$ cat src/rtl/ps2_frame_receiver_if.sv
// Signal bundle between the PS/2 edge front end, the frame receiver and the scancode decoder.
// The master drives enable/edge/data and observes the receiver outputs; the slave is the receiver.
interface ps2_frame_receiver_if #(
   parameter int DATA_BITS = 8
);
   logic                 rx_enable;
   logic                 ps2_clk_posedge;
   logic                 ps2_data;
   logic [DATA_BITS-1:0] rx_data;
   logic                 rx_valid;
   logic                 rx_error;
   logic [1:0]           rx_error_code;
   logic                 rx_busy;

   modport master (
      output rx_enable, ps2_clk_posedge, ps2_data,
      input  rx_data, rx_valid, rx_error, rx_error_code, rx_busy
   );

   modport slave (
      input  rx_enable, ps2_clk_posedge, ps2_data,
      output rx_data, rx_valid, rx_error, rx_error_code, rx_busy
   );
endinterface

$ cat src/rtl/ps2_frame_receiver.sv
// PS/2 device-to-host frame receiver: start, LSB-first data, optional odd parity, stop, with inactivity timeout.
// Result strobes one cycle after the stop edge (or timeout); no backpressure, strobes must be consumed when seen.
module ps2_frame_receiver #(
   parameter int DATA_BITS      = 8,
   parameter int PARITY_EN      = 1,
   parameter int TIMEOUT_CYCLES = 5000
) (
   input  logic                 clk,
   input  logic                 rst,
   ps2_frame_receiver_if.slave  bus
);
   localparam int CW = $clog2(DATA_BITS + 1);
   localparam int TW = (TIMEOUT_CYCLES > 2) ? $clog2(TIMEOUT_CYCLES) : 1;
   localparam logic [CW-1:0] LAST_BIT = CW'(DATA_BITS - 1);
   localparam logic [TW-1:0] TO_LAST  = TW'(TIMEOUT_CYCLES - 1);

   typedef enum logic [1:0] {IDLE, DATA, PARITY, STOP} state_e;

   state_e               state_q, state_d;
   logic [CW-1:0]        cnt_q, cnt_d;
   logic [DATA_BITS-1:0] shift_q, shift_d;
   logic                 par_q, par_d;
   logic [TW-1:0]        to_q, to_d;
   logic [DATA_BITS-1:0] data_q, data_d;
   logic                 valid_q, valid_d;
   logic                 err_q, err_d;
   logic [1:0]           code_q, code_d;

   logic edge_s;
   logic din_s;
   assign edge_s = bus.ps2_clk_posedge;
   assign din_s  = bus.ps2_data;

   always_ff @(posedge clk) begin
      if (rst) begin
         state_q <= IDLE;
         cnt_q   <= '0;
         shift_q <= '0;
         par_q   <= 1'b0;
         to_q    <= '0;
         data_q  <= '0;
         valid_q <= 1'b0;
         err_q   <= 1'b0;
         code_q  <= 2'b00;
      end else begin
         state_q <= state_d;
         cnt_q   <= cnt_d;
         shift_q <= shift_d;
         par_q   <= par_d;
         to_q    <= to_d;
         data_q  <= data_d;
         valid_q <= valid_d;
         err_q   <= err_d;
         code_q  <= code_d;
      end
   end

   always_comb begin
      state_d = state_q;
      cnt_d   = cnt_q;
      shift_d = shift_q;
      par_d   = par_q;
      to_d    = to_q;
      data_d  = data_q;
      valid_d = 1'b0;
      err_d   = 1'b0;
      code_d  = code_q;

      if (state_q == IDLE || edge_s) begin
         to_d = '0;
      end else begin
         to_d = to_q + 1'b1;
      end

      case (state_q)
         IDLE: begin
            if (edge_s && !din_s && bus.rx_enable) begin
               state_d = DATA;
               cnt_d   = '0;
               par_d   = 1'b0;
            end
         end
         DATA: begin
            if (edge_s) begin
               shift_d = {din_s, shift_q[DATA_BITS-1:1]};
               par_d   = par_q ^ din_s;
               cnt_d   = cnt_q + 1'b1;
               if (cnt_q == LAST_BIT) begin
                  state_d = (PARITY_EN != 0) ? PARITY : STOP;
               end
            end
         end
         PARITY: begin
            if (edge_s) begin
               par_d   = par_q ^ din_s;
               state_d = STOP;
            end
         end
         STOP: begin
            if (edge_s) begin
               state_d = IDLE;
               // Parity failure outranks a bad stop bit.
               if ((PARITY_EN != 0) && !par_q) begin
                  err_d  = 1'b1;
                  code_d = 2'b01;
               end else if (!din_s) begin
                  err_d  = 1'b1;
                  code_d = 2'b10;
               end else begin
                  valid_d = 1'b1;
                  data_d  = shift_q;
               end
            end
         end
         default: state_d = IDLE;
      endcase

      // A real edge in the terminal-count cycle keeps the frame alive.
      if (state_q != IDLE && !edge_s && to_q == TO_LAST) begin
         state_d = IDLE;
         valid_d = 1'b0;
         err_d   = 1'b1;
         code_d  = 2'b11;
      end
   end

   assign bus.rx_data       = data_q;
   assign bus.rx_valid      = valid_q;
   assign bus.rx_error      = err_q;
   assign bus.rx_error_code = code_q;
   assign bus.rx_busy       = (state_q != IDLE);
endmodule

$ cat src/flat_wrapper.sv
// flat-port wrapper written by rule: the top's interface ports become plain ports
module ps2_frame_receiver_flat 
#(
   parameter int DATA_BITS      = 8,
   parameter int PARITY_EN      = 1,
   parameter int TIMEOUT_CYCLES = 5000
)
  (clk, rst, bus_rx_enable, bus_ps2_clk_posedge, bus_ps2_data, bus_rx_data, bus_rx_valid, bus_rx_error, bus_rx_error_code, bus_rx_busy);
  ps2_frame_receiver_if #(.DATA_BITS(DATA_BITS)) bus_i ();
  input  logic clk;
  input  logic rst;
  input wire logic [$bits(bus_i.rx_enable)-1:0] bus_rx_enable;
  input wire logic [$bits(bus_i.ps2_clk_posedge)-1:0] bus_ps2_clk_posedge;
  input wire logic [$bits(bus_i.ps2_data)-1:0] bus_ps2_data;
  output wire logic [$bits(bus_i.rx_data)-1:0] bus_rx_data;
  output wire logic [$bits(bus_i.rx_valid)-1:0] bus_rx_valid;
  output wire logic [$bits(bus_i.rx_error)-1:0] bus_rx_error;
  output wire logic [$bits(bus_i.rx_error_code)-1:0] bus_rx_error_code;
  output wire logic [$bits(bus_i.rx_busy)-1:0] bus_rx_busy;
  assign bus_i.rx_enable = bus_rx_enable;
  assign bus_i.ps2_clk_posedge = bus_ps2_clk_posedge;
  assign bus_i.ps2_data = bus_ps2_data;
  assign bus_rx_data = bus_i.rx_data;
  assign bus_rx_valid = bus_i.rx_valid;
  assign bus_rx_error = bus_i.rx_error;
  assign bus_rx_error_code = bus_i.rx_error_code;
  assign bus_rx_busy = bus_i.rx_busy;
  ps2_frame_receiver #(.DATA_BITS(DATA_BITS), .PARITY_EN(PARITY_EN), .TIMEOUT_CYCLES(TIMEOUT_CYCLES)) u_core (.clk(clk), .rst(rst), .bus(bus_i));
endmodule
$ cat config.mk
export PLATFORM = sky130hd
export DESIGN_NAME = ps2_frame_receiver_flat
export DESIGN_NICKNAME = d
export VERILOG_FILES = /design/src/rtl/ps2_frame_receiver_if.sv /design/src/rtl/ps2_frame_receiver.sv /design/src/flat_wrapper.sv
export SDC_FILE = /design/constraint.sdc
export NUM_CORES = 1
export LEC_CHECK = 0
export CAP_MARGIN = 10
export CORE_UTILIZATION = 52
export CTS_BUF_LIST = sky130_fd_sc_hd__clkbuf_2
export CTS_CLUSTER_DIAMETER = 40
export DETAILED_ROUTE_END_ITERATION = 10
export PLACE_DENSITY = 0.78
export SLEW_MARGIN = 15
export SYNTH_ARGS = -nofsm -noshare
export SYNTH_HDL_FRONTEND = slang
export SYNTH_SLANG_ARGS = --single-unit
$ cat constraint.sdc
create_clock -name clk -period 1.5 [get_ports clk]
set_clock_uncertainty 0.1 [all_clocks]
set_input_delay 0.375 -clock clk [delete_from_list [all_inputs] [get_ports clk]]
set_output_delay 0.375 -clock clk [all_outputs]
set_load 0.005 [all_outputs]
### After elaboration in Yosys (flattened, before gate mapping)

Index checks and enable logic that the tools add are counted.

| word-level totals | value |
|---|---|
| memory bits (writable) | 0 |
| bits in latches | 0 |
| memories kept | 0 |
| flip-flop bits (word level) | 40 |
| memory bits (read-only) | 0 |

| operators by class | value |
|---|---|
| reduce and logical (&&, ||, !) cells | 23 |
| multiply operators | 0 |
| shift-type cells | 0 |
| add/subtract/negate cells | 2 |
| $lt $le $gt $ge | 0 |
| mux-type cells | 23 |
| bitwise operators | 4 |
| equality and inequality tests | 12 |
| div/mod/pow operators | 0 |

Operators with widths:

| cell | number |
|---|---|
| 2-to-1 mux 2 bit | 10 |
| adder 13 x 1 -> 13 bit (second input constant) | 1 |
| == test 13 bit (second input constant) | 1 |
| nonzero test 2 bit | 5 |
| AND reduction 3 bit | 3 |
| 2-to-1 mux 1 bit | 8 |
| 2-to-1 mux 4 bit | 2 |
| != test 2 bit (second input constant) | 4 |
| case mux 2 bit (4 select lines) | 1 |
| case mux 4 bit (2 select lines) | 1 |
| OR reduction 2 bit | 3 |
| AND reduction 5 bit | 1 |
| OR reduction 5 bit | 1 |
| adder 4 x 1 -> 4 bit (second input constant) | 1 |
| == test 2 bit (second input constant) | 2 |
| == test 4 x 3 -> 1 bit (second input constant) | 1 |
| logical AND 1 bit | 4 |
| != test 2 x 1 -> 1 bit (second input constant) | 2 |
| AND reduction 4 bit | 1 |
| != test 3 bit (second input constant) | 1 |
| NOT 1 bit | 3 |
| == test 2 x 1 -> 1 bit (second input constant) | 1 |
| logical NOT 1 bit | 2 |
| logical NOT 2 bit | 1 |
| 4 further kinds | 4 |

### Longest topological paths before layout

Gate-level depths: netlist of run 1.

| logic depth | value |
|---|---|
| depth after elaboration | 5 |
| gate-level depth with buffers | 7 |
| mapped depth without buffers | 6 |

### Worst setup path after synthesis of run 1

No wires, ideal clock.

| timing path | value |
|---|---|
| path kind | register to register |
| start point | reg u_core.state_q[0] |
| end point | reg u_core.state_q[0] |
| setup time | 0.123 ns |
| data required time | 1.277 ns |
| stages on the path, launching flop included | 7 |
| slack | -0.118 ns |
| arrival time | 1.395 ns |
| cells stage by stage | dfxtp_1 > inv_1 > ha_1 > nor4_2 > nor3_1 > nor4_1 > nor3_1 |

| on the way | value |
|---|---|
| word-level cells in the longest chain between the ends | 4 |
| elaborated cells on any way between the ends | 15 |
| those cells by class | eq/ne: 8; mux: 1; reduce/logical: 6 |

Ends and longest elaborated chain:

| element | RTL line | RTL |
|---|---|---|
| start, declared | ps2_frame_receiver.sv:19 | `state_e state_q, state_d;` |
| start signal, assigned | ps2_frame_receiver.sv:46 | `state_q <= state_d;` |
| branches (longest 4 deep; another with AND reduction 5 bit) | -- |  |

Several ways; the timed one is not identified.
A chain may end at the register's enable or synchronous reset.

### Final worst setup path of run 1

Same ends and word-level chain as after synthesis.

==> impl_metrics.json, run 1 <==
{
  "status": "finished, violations left",
  "violations": "negative setup slack",
  "clk_pin_slew_worst_paths_ns": 0.22,
  "cts_tree": "done",
  "holdPathEnd": "u_core.to_q[0]",
  "min_period_ns": 1.75,
  "final_layout_size_suffix_gt1_share_pct": 34.9,
  "ys_seq_area_share_pct": 45.1,
  "syn-cell-area_um2": 1770,
  "crit_type": "flip-flop to flip-flop",
  "worstPathArrival_ns": 1.98,
  "fp.coreArea_um2": 3150,
  "ios": 18,
  "syn_area_per_cell_um2": 8.49,
  "async_flop_share_pct": 0,
  "yosys_most_used_dff": "dfxtp_1",
  "ir_worst_vdd_mv": 1.06,
  "insertion_delay_ns": 0.40,
  "critPathMaxFanout": 3,
  "gp_congestion": 0.830,
  "hold_class": "flip-flop to flip-flop",
  "crit_path_start_kind": "flip-flop",
  "hold_start": "u_core.to_q[0]",
  "insertedDiodeCount": 0,
  "cap_violations": 0,
  "finalSetupTns_ns": -2.77,
  "routed_wl_um": 4400,
  "first_global_vias": 1529,
  "clockBufferDepth": 2,
  "yosys.area_share.simple_pct": 26.4,
  "dp_cells": 283,
  "cp_data_required_time_ns": 1.73,
  "hold_viol": 0,
  "grt_first_pass_wirelength_um": 6580,
  "initial_core_util_pct": 56.3,
  "dieArea_um2": 3650,
  "cellPowerDensity_nw_per_um2": 1200,
  "r2r_slack_ns": -0.25,
  "slew-limit-headroom_pct": 70.7,
  "cts_num_sinks": 40,
  "tightest_slew_ns": 0.434,
  "grt_setup_unrepaired": "yes",
  "antenna_left": 0,
  "nNetsFinal": 264,
  "slew_violations": 0,
  "grtUsageTotal_pct": 24.5,
  "synthAdderAreaFrac_pct": 5.64,
  "max_freq_mhz": 572,
  "grt_overflow": 0,
  "finalSetupViolations": 32,
  "worstReg2RegStart": "u_core.state_q[0]",
  "die_height_um": 60.4,
  "vias": 1659,
  "wl_per_cell_um": 14.9,
  "end_kind": "flip-flop",
  "yosys-mux-area-fraction_pct": 0.564,
  "rows": 20,
  "p_leak_nw": 0.872,
  "yosysUniqueCellTypes": 38,
  "area_growth_pct": 37.1,
  "synthCells": 209,
  "dp_hpwl_um": 2900,
  "syn-num-nets": 222,
  "setup_ws_ns": -0.249,
  "first_pass_iters": 4,
  "synth_top_family_by_area": "simple AND/OR/NAND/NOR gates",
  "instances_no_fill": 296,
  "drtIter0Drc": 107,
  "drc": 0,
  "synth_compound_area_share_pct": 13.3,
  "grt_max_degree": 26,
  "synth.ff_latch_count": 40,
  "clockRootBuffer": "clkbuf_2",
  "portBuffers": 17,
  "avgViaCountPerCell": 5.60,
  "synth_edf_count": 0,
  "hold_depth": 1,
  "cts_buffers": 5,
  "r2r_cells": 9,
  "yosys.area_share.xor_xnor_pct": 4.94,
  "fp.dieW_um": 60.4,
  "ctsHtreeMaxLevel": 2,
  "antenna_found_initial": 0,
  "timing.rr.end": "u_core.state_q[0]",
  "fin_crit_sh_pct": 117,
  "yosys_warnings": 0
}
-- cell type report --
| type | count | area (µm²) |
|---|---|---|
| multi-input cells | 153 | 1070 |
| well taps | 44 | 55.1 |
| repair buffers | 46 | 404 |
| clock buffers | 6 | 30.0 |
| inverters | 5 | 18.8 |
| fillers | 220 | 721 |
| clock inverters | 2 | 35.0 |
| flip-flops and latches | 40 | 817 |
-- how the worst max path moves through the flow --
stage / start / end / slack (ns) / cells after the start
2_1_floorplan: u_core.state_q[0] / u_core.state_q[0] / 0.007 / 6
3_3_place_gp: bus_ps2_data / u_core.state_q[0] / -0.40 / 5
3_5_place_dp: bus_ps2_clk_posedge / u_core.state_q[0] / -0.48 / 5
4_1_cts: u_core.state_q[1] / u_core.state_q[0] / -0.21 / 7
5_1_grt: u_core.state_q[0] / u_core.state_q[0] / -0.31 / 9
6_report: u_core.state_q[0] / u_core.state_q[0] / -0.25 / 9
-- repair_timing --
action	in CTS	in global routing
resized for setup	47	35
pin swaps	9	16
endpoints found under the setup margin	32	43
hold buffers	0	0
buffers inserted	4	2
-- state kept, by name, indices dropped and copies added, names as in the netlist --
name,cells
u_core.bus.rx_valid,1
u_core.par_q,1
u_core.state_q,2
u_core.bus.rx_error,1
u_core.bus.rx_error_code,2
u_core.bus.rx_data,8
u_core.shift_q,8
u_core.to_q,13
u_core.cnt_q,4
-- through the flow --
step | setup WS, ns | hold slack, ns | area (µm²) | utilization [%] | power [mW]
final | -0.249 | 0.350 | 2430 | 77.1 | 2.91
after global routing | -0.310 | 0.385 | 2430 | 77.1 | 3.05
after CTS | -0.212 | 0.354 | 2320 | 73.5 | 2.72
after detailed placement | -0.482 | 0.332 | 2140 | 67.9 | 1.94
after global placement | -0.404 | 0.326 | 2140 | 67.9 | 1.89
after floorplan | 0.00696 | 0.313 | 1790 | - | 1.61
-- cells by family after synthesis --
family / count (synthesis)
simple gates: 93
compound gates: 41
flops: 40
buf+inv: 16
xor+xnor: 10
fa+ha+maj: 8
mux: 1
-- where the power goes --
part | switching [mW] | total (mW) | internal (mW)
clock network | 0.350 | 0.637 | 0.287
registers | 0.0407 | 1.15 | 1.11
logic | 0.582 | 1.13 | 0.545
total | 0.972 | 2.91 | 1.94
-- placed cells by master (no fill, tap or decap), drive strengths merged, types with 7 or more instances in the layout --
| master | count |
|---|---|
| nand3 | 13 |
| nor2 | 16 |
| dfxtp | 40 |
| nand4 | 7 |
| ha | 8 |
| clkbuf | 7 |
| clkdlybuf4s15 | 9 |
| buf | 30 |
| a21oi | 27 |
| nand2 | 33 |
-- worst max-delay path, stage by stage, from the launching register on --
cell     delay (ns)
dfxtp_2        0.39
inv_2          0.07
ha_4           0.16
buf_6          0.11
buf_6          0.10
nor4_4         0.04
buf_4          0.12
or3_4          0.38
a21oi_2        0.16
nor3_1         0.05
-- cell usage after synthesis, drive strengths merged (3+ instances only) --
master / number / area (µm²)
a21oi: 27 / 143
buf: 4 / 23.8
clkbuf: 7 / 28.8
dfxtp: 40 / 801
ha: 8 / 100
inv: 5 / 18.8
nand2: 33 / 126
nand2b: 3 / 18.8
nand3: 13 / 65.1
nand4: 7 / 43.8
nor2: 16 / 60.1
nor3: 4 / 20.0
o21a: 3 / 22.5
o21ai: 6 / 30.0
or3: 3 / 23.8
xnor2: 4 / 35.0
xor2: 6 / 52.6
-- layer usage --
metal / part of all wire [%] / vias to the layer above / GRT usage [%]
li1: - / 804 / -
met1: 40 / 782 / 27.6
met2: 52 / 57 / 46.5
met3: 5.5 / 16 / 4.90
met4: 2.7 / 0 / 6.49
met5: 0 / - / 0
No activity file was read; power rests on OpenSTA's default activity.
==> inputs of run 2 (changes only) <==
--- a/config.mk
+++ b/config.mk
@@ -9,8 +9,10 @@
 export CORE_UTILIZATION = 52
 export CTS_BUF_LIST = sky130_fd_sc_hd__clkbuf_2
 export CTS_CLUSTER_DIAMETER = 40
+export CTS_CLUSTER_SIZE = 8
 export DETAILED_ROUTE_END_ITERATION = 10
 export PLACE_DENSITY = 0.78
+export REMOVE_ABC_BUFFERS = 1
 export SLEW_MARGIN = 15
 export SYNTH_ARGS = -nofsm -noshare
 export SYNTH_HDL_FRONTEND = slang
==> run 2 against run 1 <==
Against the previous run:
- the run still ends with negative setup slack left
- sequential share of layout area rose by 0.94 points
- global-route usage rose by 2.0 points
- combinational power rose by 8%
- highest routed layer unchanged
- cell area fell by 2.6%
- register-to-register slack improved by 0.03 ns
- largest cell class unchanged
- sequential power barely moved
- critical path type unchanged
- critical endpoint unchanged
- die area did not move
==> impl_metrics.json, run 2 (synthesis gave the netlist of run 1 again) <==
{
  "clockBufferDepth": 2,
  "final_cell_mix": "nand2_1 (32), buf_4 (26), dfxtp_1 (26), a21oi_1 (19), clkbuf_2 (16)",
  "dp_hpwl_um": 2790,
  "cap_violations": 0,
  "slew-limit-headroom_pct": 73.7,
  "p_clk_share_pct": 21.4,
  "switching_share_pct": 33.6,
  "fin_crit_sh_pct": 115,
  "fp.coreArea_um2": 3150,
  "regMostFlops": "u_core.to_q",
  "num-fill-cells": 239,
  "grt_first_pass_wirelength_um": 7120,
  "hold_viol": 0,
  "finalSetupViolations": 25,
  "multiInputGateArea_um2": 1060,
  "placed_area_um2": 2110,
  "hold_class": "flip-flop to flip-flop",
  "insertedDiodeCount": 0,
  "vias": 1698,
  "fin_area_um2": 2370,
  "clk_pin_slew_worst_paths_ns": 0.20,
  "worst-path-buf-inv": 3,
  "critPathMaxFanout": 2,
  "p_leak_nw": 0.861,
  "grt_setup_unrepaired": "yes",
  "p_total_mw": 3.02,
  "fp.dieW_um": 60.4,
  "antenna_found_initial": 0,
  "status": "finished, violations left",
  "combPwrFrac_pct": 40.5,
  "end_kind": "flip-flop",
  "tightest_slew_ns": 0.390,
  "rows": 20,
  "routed_wl_um": 4800,
  "ir_worst_vdd_mv": 0.903,
  "drc": 0,
  "cp_cell_sequence": "inv_2, buf_4, ha_4, nor4_4, buf_4, or3_4, a21oi_2, nor3_2",
  "critPathMostFrequentCell": "buf_4",
  "ios": 18,
  "portBuffers": 17,
  "slew_violations": 0,
  "cts_buffers": 5,
  "cts_tree": "done",
  "first_global_vias": 1604,
  "nNetsFinal": 264,
  "wl_per_cell_um": 16.2,
  "grt_max_degree": 24,
  "clockRootBuffer": "clkbuf_2",
  "setup_ws_ns": -0.223,
  "hold_buffers": 0,
  "crit_path_start_kind": "flip-flop",
  "final_layout_size_suffix_gt1_share_pct": 37.3,
  "first_pass_iters": 4,
  "area_growth_pct": 33.6,
  "max_stage_delay_ns": 0.39,
  "drtIter0Drc": 165,
  "max_freq_mhz": 580,
  "ctsHtreeMaxLevel": 2,
  "internal_power_mw": 2.00,
  "min_period_ns": 1.72,
  "p_seq_share_pct": 38.1,
  "antenna_left": 0,
  "cp_data_required_time_ns": 1.72,
  "largest_reg_flops": 13,
  "gp_congestion": 0.845,
  "cts_num_sinks": 40,
  "avgViaCountPerCell": 5.74,
  "grtUsageTotal_pct": 26.4,
  "final_common_cell": "nand2_1",
  "p_sw_mw": 1.01,
  "die_height_um": 60.4,
  "grt_overflow": 0,
  "dieArea_um2": 3650,
  "path_delay_family": "simple AND/OR/NAND/NOR gates",
  "crit_slowest_cell": "or3_4",
  "crit_type": "flip-flop to flip-flop",
  "cellPowerDensity_nw_per_um2": 1270,
  "initial_core_util_pct": 56.3,
  "regArea_um2": 818,
  "worstPathArrival_ns": 1.95,
  "violations": "negative setup slack",
  "insertion_delay_ns": 0.42
}
==> run 2: path summary, 6_finish.rpt <==
kind / startpoint / to / slack [ns] / cells past startpoint
max reg2reg: u_core.state_q[0] / u_core.state_q[0] / -0.22 / 8
max: u_core.state_q[0] / u_core.state_q[0] / -0.22 / 8
min reg2reg: u_core.to_q[0] / u_core.to_q[0] / 0.35 / 1
min: u_core.to_q[0] / u_core.to_q[0] / 0.35 / 1
==> run 2: stage by stage <==
stage / setup slack [ns] / hold slack (ns) / util (%) / std cells / setup TNS [ns]
after floorplan: -0.170 / 0.313 / - / 198 / -1.33
after global placement: -0.452 / 0.330 / 67.0 / 281 / -12.50
after detailed placement: -0.533 / 0.334 / 67.0 / 281 / -14.38
after CTS: -0.245 / 0.358 / 73.3 / 293 / -1.32
after global routing: -0.278 / 0.381 / 75.2 / 296 / -4.86
final: -0.223 / 0.355 / 75.2 / 296 / -3.56
==> run 2: metal layers <==
layer  up-vias  global-route usage [%]  wire, µm
li1        807                       -         -
met1       819                    29.3      1880
met3        15                    5.97       229
met5         -                       0         0
met2        57                    48.0      2560
met4         0                    12.0       129
==> run 2: layout make-up <==
type,instances,share of cell area (%)
clock inverters,2,1.48
flip-flops and latches,40,34.5
well taps,44,2.32
clock buffers,6,1.27
repair buffers,46,14.7
multi-input cells,153,44.9
inverters,5,0.792
==> run 2: timing repair <==
item                       4_1_cts  5_1_grt
setup endpoints to repair       37       42
pin swaps                       14       13
gates resized for setup         55       38
buffers inserted                 4        3
==> run 2: power groups by stage <==
stage | sequential (mW) | clock (mW) | combinational (mW)
after CTS | 1.14 | 0.642 | 0.938
after global placement | 1.15 | 0 | 0.704
after floorplan | 1.16 | 0 | 0.391
after global routing | 1.16 | 0.704 | 1.29
final | 1.15 | 0.646 | 1.22
after detailed placement | 1.16 | 0 | 0.745
==> run 2: worst reg2reg max path: stages, from the launching register on <==
cell	delay [ns]
dfxtp_2	0.38
inv_2	0.08
buf_4	0.14
ha_4	0.16
nor4_4	0.05
buf_4	0.12
or3_4	0.39
a21oi_2	0.17
nor3_2	0.05
